===== config.mk =====
export PLATFORM = sky130hd
export DESIGN_NAME = lane_dly_move_ctrl
export DESIGN_NICKNAME = d
export VERILOG_FILES = /design/src/rtl/lane_dly_move_ctrl.sv
export SDC_FILE = /design/constraint.sdc
export NUM_CORES = 1
export LEC_CHECK = 0
export BUFFER_PORTS_ARGS = -buffer_cell sky130_fd_sc_hd__buf_2
export CAP_MARGIN = 20
export CORE_UTILIZATION = 40
export DETAILED_ROUTE_END_ITERATION = 10
export RECOVER_POWER = 25
export SYNTH_ARGS = -nofsm -noshare
export SYNTH_HDL_FRONTEND = slang
export SYNTH_SLANG_ARGS = --single-unit
export TNS_END_PERCENT = 100

===== constraint.sdc =====
create_clock -name FAB_CLK -period 2.45 [get_ports FAB_CLK]
set_input_delay 0.245 -clock FAB_CLK [delete_from_list [all_inputs] [get_ports FAB_CLK]]
set_output_delay 0.245 -clock FAB_CLK [all_outputs]
set_load 0.02 [all_outputs]

===== src/rtl/lane_dly_move_ctrl.sv =====
// lane_dly_move_ctrl: turns one "move RX/TX DQS delay line by N taps" request into spaced LOAD/MOVE pulses.
// Latency: DONE 1 cycle after accept for empty requests, else setup + pulses*(1+MOVE_GAP) + hold + 1.
// Backpressure: REQ_READY only in IDLE; optional pause bracketing when LANE_DLY_MOVE_PAUSE_EN is defined.
module lane_dly_move_ctrl #(
  parameter int TAP_W       = 8,
  parameter int LOAD_VAL    = 1,
  parameter int MAX_TAP     = 255,
  parameter int PAUSE_SETUP = 2,
  parameter int PAUSE_HOLD  = 2,
  parameter int MOVE_GAP    = 3
) (
  input  logic             FAB_CLK,
  input  logic             RESET_N,
  input  logic             REQ_VALID,
  output logic             REQ_READY,
  input  logic             REQ_SEL,
  input  logic             REQ_LOAD,
  input  logic             REQ_DIR,
  input  logic [TAP_W-1:0] REQ_COUNT,
  output logic             DONE,
  output logic             ERR,
  output logic [TAP_W-1:0] RX_TAP,
  output logic [TAP_W-1:0] TX_TAP,
  output logic             DELAY_LINE_SEL,
  output logic             DELAY_LINE_LOAD,
  output logic             DELAY_LINE_DIRECTION,
  output logic             DELAY_LINE_MOVE,
  output logic             HS_IO_CLK_PAUSE,
  input  logic             RX_DELAY_LINE_OUT_OF_RANGE,
  input  logic             TX_DELAY_LINE_OUT_OF_RANGE
);

  localparam int TMR_W = 16;
  localparam logic [TAP_W-1:0] LOAD_T    = TAP_W'(LOAD_VAL);
  localparam logic [TAP_W-1:0] MAX_T     = TAP_W'(MAX_TAP);
  localparam logic [TMR_W-1:0] PRE_LAST  = TMR_W'(PAUSE_SETUP - 1);
  localparam logic [TMR_W-1:0] POST_LAST = TMR_W'(PAUSE_HOLD - 1);
  localparam logic [TMR_W-1:0] GAP_LAST  = TMR_W'(MOVE_GAP - 1);

  typedef enum logic [2:0] {
    S_IDLE, S_PRE, S_LOAD, S_MOVE, S_GAP, S_POST, S_FIN
  } state_t;

  state_t           r_state;
  state_t           w_state_nxt;
  state_t           w_start_st;   // first state after accept for a non-empty request
  state_t           w_end_st;     // state after the last gap or a refused move
  logic             r_sel;
  logic             r_dir;
  logic             r_load;
  logic             r_err;
  logic [TAP_W-1:0] r_cnt;
  logic [TAP_W-1:0] r_rx_tap;
  logic [TAP_W-1:0] r_tx_tap;
  logic [TAP_W-1:0] r_prev_tap;   // tap value before the most recent LOAD/MOVE, for undo
  logic [TMR_W-1:0] r_tmr;
  logic             w_accept;
  logic             w_oor;
  logic             w_at_limit;
  logic [TAP_W-1:0] w_cur_tap;
  logic [TAP_W-1:0] w_moved_tap;
  logic             w_tap_we;
  logic [TAP_W-1:0] w_tap_wd;

  assign w_accept    = REQ_VALID & REQ_READY;
  assign w_cur_tap   = r_sel ? r_tx_tap : r_rx_tap;
  assign w_oor       = r_sel ? TX_DELAY_LINE_OUT_OF_RANGE : RX_DELAY_LINE_OUT_OF_RANGE;
  assign w_at_limit  = r_dir ? (w_cur_tap == MAX_T) : (w_cur_tap == '0);
  assign w_moved_tap = r_dir ? (w_cur_tap + 1'b1) : (w_cur_tap - 1'b1);
  assign RX_TAP      = r_rx_tap;
  assign TX_TAP      = r_tx_tap;

`ifdef LANE_DLY_MOVE_PAUSE_EN
  assign w_start_st = S_PRE;
  assign w_end_st   = S_POST;
`else
  // Without pause bracketing the sequence starts and ends directly on the pulse states.
  assign w_start_st = REQ_LOAD ? S_LOAD : S_MOVE;
  assign w_end_st   = S_FIN;
`endif

  // State register.
  always_ff @(posedge FAB_CLK) begin
    if (!RESET_N) r_state <= S_IDLE;
    else          r_state <= w_state_nxt;
  end

  // Next-state logic; the move limit is checked before a pulse is issued.
  always_comb begin
    w_state_nxt = r_state;
    case (r_state)
      S_IDLE: if (w_accept) w_state_nxt = (!REQ_LOAD && REQ_COUNT == '0) ? S_FIN : w_start_st;
      S_PRE:  if (r_tmr == PRE_LAST) w_state_nxt = r_load ? S_LOAD : S_MOVE;
      S_LOAD: w_state_nxt = S_GAP;
      S_MOVE: w_state_nxt = w_at_limit ? w_end_st : S_GAP;
      S_GAP: begin
        if (w_oor)                  w_state_nxt = w_end_st;
        else if (r_tmr == GAP_LAST) w_state_nxt = (r_cnt != '0) ? S_MOVE : w_end_st;
      end
      S_POST: if (r_tmr == POST_LAST) w_state_nxt = S_FIN;
      S_FIN:  w_state_nxt = S_IDLE;
      default: w_state_nxt = S_IDLE;
    endcase
  end

  // Moore outputs decoded from the state; MOVE is suppressed when the limit refuses it.
  always_comb begin
    REQ_READY            = (r_state == S_IDLE);
    DONE                 = (r_state == S_FIN);
    ERR                  = (r_state == S_FIN) & r_err;
    DELAY_LINE_SEL       = (r_state != S_IDLE) & r_sel;
    DELAY_LINE_DIRECTION = (r_state != S_IDLE) & r_dir;
    DELAY_LINE_LOAD      = (r_state == S_LOAD);
    DELAY_LINE_MOVE      = (r_state == S_MOVE) & ~w_at_limit;
`ifdef LANE_DLY_MOVE_PAUSE_EN
    HS_IO_CLK_PAUSE      = (r_state == S_PRE) | (r_state == S_LOAD) | (r_state == S_MOVE) |
                           (r_state == S_GAP) | (r_state == S_POST);
`else
    HS_IO_CLK_PAUSE      = 1'b0;
`endif
  end

  // Dwell timer for PRE/GAP/POST: restarts on every state change.
  always_ff @(posedge FAB_CLK) begin
    if (!RESET_N)                   r_tmr <= '0;
    else if (w_state_nxt != r_state) r_tmr <= '0;
    else                            r_tmr <= r_tmr + 1'b1;
  end

  // Request latch, remaining count, error flag and undo snapshot.
  always_ff @(posedge FAB_CLK) begin
    if (!RESET_N) begin
      r_sel      <= 1'b0;
      r_dir      <= 1'b0;
      r_load     <= 1'b0;
      r_err      <= 1'b0;
      r_cnt      <= '0;
      r_prev_tap <= '0;
    end else begin
      case (r_state)
        S_IDLE: if (w_accept) begin
          r_sel  <= REQ_SEL;
          r_dir  <= REQ_DIR;
          r_load <= REQ_LOAD;
          r_cnt  <= REQ_COUNT;
          r_err  <= 1'b0;
        end
        S_LOAD: r_prev_tap <= w_cur_tap;
        S_MOVE: begin
          if (w_at_limit) begin
            r_err <= 1'b1;
          end else begin
            r_prev_tap <= w_cur_tap;
            r_cnt      <= r_cnt - 1'b1;
          end
        end
        S_GAP: if (w_oor) r_err <= 1'b1;
        default: ;
      endcase
    end
  end

  // Single write port for the selected tap: load, step, or undo after out-of-range.
  always_comb begin
    w_tap_we = 1'b0;
    w_tap_wd = w_cur_tap;
    case (r_state)
      S_LOAD: begin w_tap_we = 1'b1;        w_tap_wd = LOAD_T;      end
      S_MOVE: begin w_tap_we = ~w_at_limit; w_tap_wd = w_moved_tap; end
      S_GAP:  begin w_tap_we = w_oor;       w_tap_wd = r_prev_tap;  end
      default: ;
    endcase
  end

  // Tap position registers; only the selected line is ever written.
  always_ff @(posedge FAB_CLK) begin
    if (!RESET_N) begin
      r_rx_tap <= LOAD_T;
      r_tx_tap <= LOAD_T;
    end else if (w_tap_we) begin
      if (r_sel) r_tx_tap <= w_tap_wd;
      else       r_rx_tap <= w_tap_wd;
    end
  end

endmodule


==> Yosys cells after proc, flatten, opt, wreduce, memory -nomap -nowiden <==
Cells that the tools add are included.
{ "word_totals": {"output_inout_bits": 24, "input_bits": 16, "elab_cells": 79, "reg_bits": 55} }
{ "classes": {"reduce_logical": 17, "add_sub_neg": 4, "n_bitwise": 8, "eq_ne": 14, "mux": 26} }
{ "ops": {"columns": ["op", "count"], "rows": [
  ["$mux 8", 5],
  ["$pmux 8 s2", 2],
  ["$pmux 8 s3", 1],
  ["$mux 3", 7],
  ["$pmux 3 s6", 1],
  ["$add 16x1->16 const B", 1],
  ["$eq 16x1->1 const B", 1],
  ["$eq 16x2->1 const B", 1],
  ["$logic_not 8->1", 2],
  ["$sub 8x1->8 const B", 2],
  ["$eq 3x3->1 const B", 3],
  ["$add 8x1->8 const B", 1],
  ["$eq 8x8->1 const B", 1],
  ["$reduce_and 2->1", 4],
  ["$reduce_bool 8->1", 1],
  ["$mux 1", 7],
  ["$eq 3x2->1 const B", 2],
  ["$ne 2x2->1 const B", 3],
  ["$pmux 1 s3", 2],
  ["$reduce_bool 3->1", 2],
  ["$and 1x1->1", 5],
  ["$reduce_and 4->1", 1],
  ["$reduce_bool 2->1", 2],
  ["$eq 3x1->1 const B", 1],
  ["other kinds (9)", 11]
]} }

==> Longest topological paths before layout <==
{ "depth": {"word_depth": 7, "depth_mapped": 11, "depth_no_buf": 10} }

==> Worst setup path after synthesis <==
No wires, ideal clock.
{ "synth_path": {"path_kind": "register to register", "startpoint": "register r_sel", "endpoint": "register r_rx_tap[6], in the netlist RX_TAP[6]", "setup_ps": 132, "slack_ps": -133, "path_stages_with_launch": 12, "synth_period_minus_slack_ps": 2583, "n_path_buf": 2, "t_required_ps": 2318, "arrival_time_ps": 2451, "cell_sequence": "dfxtp_1 > buf_6 > clkbuf_1 > mux2i_1 > inv_1 > ha_1 > nor2b_1 > o21a_1 > o21a_1 > o211a_1 > a211oi_1 > o22ai_1"} }
{ "synth_via": {"elab_chain_cells": 6, "elab_cells_between_ends": 13, "cone_classes": "add/sub (2); eq/ne (1); mux (6); bitwise (2); reduce/logical (2)"} }
{ "synth_lines": {"columns": ["element", "line", "text"], "rows": [
  ["start, declared", "48", "logic r_sel;"],
  ["start signal, assigned", "133", "r_sel <= 1'b0;"],
  ["start signal, assigned", "142", "r_sel <= REQ_SEL;"],
  ["$mux 8 (*)", "66", "assign w_cur_tap = r_sel ? r_tx_tap : r_rx_tap;"],
  ["named net w_cur_tap[2]", "60", "logic [TAP_W-1:0] w_cur_tap;"],
  ["parallel branches: the longest is 5 deep, another holds $sub 8x1->8", null, null],
  ["end signal, assigned", "182", "else r_rx_tap <= w_tap_wd;"],
  ["end, declared", "53", "logic [TAP_W-1:0] r_rx_tap;"]
]} }
Mark *: on every way through the listed nets, which the timed path passes.
A chain may end at the register's enable or synchronous reset.

==> Worst setup path in the final report <==
{ "layout_path": {"startpoint": "register r_sel", "endpoint": "output DELAY_LINE_MOVE"} }
{ "layout_via": {"elab_chain_cells": 5, "elab_cells_between_ends": 6, "cone_classes": "eq/ne (1); mux (2); bitwise (2); reduce/logical (1)"} }
{ "layout_lines": {"columns": ["element", "line", "text"], "rows": [
  ["$mux 8 (*)", "66", null],
  ["$eq 8x8->1 or $logic_not 8->1 (tied branches)", "68", "assign w_at_limit = r_dir ? (w_cur_tap == MAX_T) : (w_cur_tap == '0);"],
  ["$mux 1 (*)", "68", null],
  ["$not 1->1 (*)", "114", "DELAY_LINE_MOVE = (r_state == S_MOVE) & ~w_at_limit;"],
  ["$and 1x1->1 (*)", "114", null],
  ["end, declared", "27", "output logic DELAY_LINE_MOVE,"]
]} }
Every way passes the cells marked *; elsewhere a longest branch is shown, timed or not.

==> results.md <==
* Drt first pass iters at 4
* Ant diodes at 0
* Arr. time, crit path at 2080 ps
* Pint at 1.47 mW
* Reg2Reg Setup Slack at 180 ps
* Pwr Total at 2.19 mW
* GPL Wtd Cong at 0.946
* Area Overhead vs Synth at 13.2%
* Nets@finish at 478
* Post-route ant nets at 0
* Critical path required time at 2200 ps
* Num CTS Buffers at 5
* I/O pin count at 40
* DRT Wirelength at 9030 um
* Hold Path Class: input pin to flip-flop
* Final worst slack at 120 ps
* Largest family of logic cells by synthesized area: simple AND/OR/NAND/NOR gates
* Worst-Skew Late Latency at 310 ps
* Leak at 1.41 nW
* H-tree Lvls at 2
* FFs w/ async S/R, synth at 0%
* R2r endpoint: RX_TAP[1]
* Mux cell area share after synthesis at 6.40%
* Cell count after synthesis at 412
* Mean Syn Cell Area at 7.97 um^2
* MaxCap Viol Count at 0
* Critical R2R Launch: r_sel
* VDD IR max at 258 uV
* Power Density at 590 nW/um^2
* Top-count cell post-synth: nand2_1
* HPWL after DPL at 6740 um
* Synth Area in Adders at 4.42%
* Final Util at 47.4%
* Finished Layout Cells at 553
* RSZ-0062 raised after global routing: false
* Routed WL per cell at 16.3 um
* CTS tree: built
* Buffers on Ports at 38
* Layout cells sized above 1 at 14.2%
* Psw at 0.724 mW
* Final setup TNS at 0 ps
* Switching share of power at 33.0%
* Sequential area share after synthesis at 33.5%
* Fin. Hold Viols at 0
* Slowest CP cell: or4_4
* DIE WIDTH at 92.6 um
* Startpoint types: flip-flop
* Dpl ws at 105 ps
* Synth top cells by count: 56 x nand2_1, 55 x dfxtp_1, 48 x nor2_1
* Post-synthesis simple-gate area fraction at 28.6%
* Core box area at 7850 um^2
* Finished Cell Area at 3720 um^2
* Logic pwr share at 26.8%
* Crit Path Class: flip-flop to output pin
* All-Layer GR Usage at 22.0%
* Grt ovf at 0
* Setup violations, final at 0
* Detailed Route Iter0 Violations at 200
* Synth Cell Area at 3280 um^2
* Worst Tran Pin Value at 572 ps
* Post-CTS Setup Bufs at 0
* Setup crit start: r_sel
* Net Count, Synth at 439
* Clock power frac at 27.4%
* Hold path cells at 3
* Fillers at 837
* Placed cell area at 3610 um^2
* Fmax at 429 MHz
* Synth Area in Compound Gates at 17.2%
* Minimum clock period at 2330 ps
* Critical Path, Cell by Cell: buf_4 > or4_4 > o22ai_4 > nand3_4 > nand3_2 > inv_2 > buf_2
* Synth top area share at 33.5%
* First-pass GRT wire length at 15,000 um
* Outcome: completed
* Die Height at 92.6 um
* Endpoint class of the critical path: output pin
* Worst relative slew slack at 61.6%
* Routed vias at 3,118
* Seq cells post-synth at 55
* CTS root buffer: clkbuf_8
* Power share of the sequential group at 45.8%
* Worst-path fanout max at 10
* Top Family by Delay on Critical Path: simple AND/OR/NAND/NOR gates
* Row cnt at 32
* XOR/XNOR Fraction of Synth Area at 4.80%
* Die area at 8580 um^2
* Area contributors post-synth: dfxtp_1 34%, nand2_1 6.4%, nor2_1 5.5%
* Clock Path Buffers at 2
* Remaining DRCs at 0
* Via/cell ratio at 5.64
* Clk sink count at 55
* Final critical-path share of the clock period at 95.1%
* Cells after DPL at 546
* Min Hold Slack at 187 ps
* Post-synth top area cell: dfxtp_1
* Buffers & Inverters on Critical Path at 3
* Number of synthesis warnings at 0
* Clock-pin slew of the registers on the worst-case setup and hold paths at 100 ps
* Critical path depth at 7
* R2R cell count at 7
* Vias in the first global route at 2,931
* Largest net degree at the start of global routing at 42
* Synth Flop Type: dfxtp_1
* Clock Skews at 10.3 ps
* Number of flops mapped to enable cells by yosys at 0
* Distinct cells, synth at 60
* Starting density of the core at 41.9%
* Initial antenna violation count at 0
* Max Slew Vio Count at 0
* CP Capture Point: DELAY_LINE_MOVE
* Max incr delay on CP at 530 ps
-- state kept, by name, summed over array words and instances (netlist names) --
signal	flops
r_tmr	16
r_state	3
r_sel	1
r_load	1
RX_TAP	8
r_prev_tap	8
r_cnt	8
TX_TAP	8
r_dir	1
r_err	1
-- worst min-delay path by stage --
stage / start / endpoint / slack, ps
6_report: REQ_DIR / r_dir / 190
5_1_grt: REQ_DIR / r_dir / 200
3_5_place_dp: r_prev_tap[1] / r_prev_tap[1] / 460
4_1_cts: REQ_DIR / r_dir / 180
3_3_place_gp: r_prev_tap[1] / r_prev_tap[1] / 450
2_1_floorplan: REQ_LOAD / r_load / 380
-- kinds of logic after synthesis --
group	count (synthesis)
mux	20
simple gates	190
buf+inv	35
fa+ha+maj	11
xor+xnor	18
other cells	1
flops	55
compound gates	82
-- tightest hold or removal path: cells and delay by family --
family / cells / cell delay, ps
compound gates: 1 / 50
buf+inv: 1 / 100
simple gates: 1 / 50
-- cell type report --
cell class / count / area, um^2 / share of cell area, %
multi-input combinational: 322 / 2050 / 55.0
sequential: 55 / 1100 / 29.6
timing repair buffer: 55 / 294 / 7.91
tap: 102 / 128 / 3.43
clock buffer: 6 / 72.6 / 1.95
inverter: 12 / 45.0 / 1.21
clock inverter: 1 / 30.0 / 0.808
-- what timing repair did --
action / CTS / global route
setup endpoints to repair: 0 / 10
resized for setup: 0 / 6
hold buffers: 0 / 0
-- per-layer routing --
metal	share of wire (%)	vias to the layer above	track usage, %
met5	0	-	0
met4	1.3	0	5.90
met3	5.1	13	3.28
met2	44	91	33.8
met1	50	1468	32.0
li1	-	1546	-
-- power groups by stage --
stage / combinational, mW / clock [mW] / sequential, mW
3_3_place_gp: 0.574 / 0 / 1.02
2_1_floorplan: 0.434 / 0 / 1.00
4_1_cts: 0.581 / 0.623 / 1.00
5_1_grt: 0.649 / 0.659 / 1.02
3_5_place_dp: 0.579 / 0 / 1.02
6_report: 0.588 / 0.601 / 1.01
-- placed cells by master (no fill, tap or decap), types with 5 or more instances in the layout --
cell type / n
mux2_2: 5
xor2_1: 8
nand4_1: 9
buf_4: 16
nand3_1: 15
dfxtp_1: 54
clkbuf_8: 5
a21oi_1: 16
nor2_1: 48
ha_1: 10
and3_1: 7
mux2i_1: 14
xnor2_1: 10
nor4_1: 11
inv_1: 11
nand2_1: 56
clkbuf_1: 18
o21ai_0: 20
buf_2: 22
o21a_1: 5
nand2b_1: 9
o22ai_1: 5
nor3_1: 11
(Power assumes the default switching activity.)
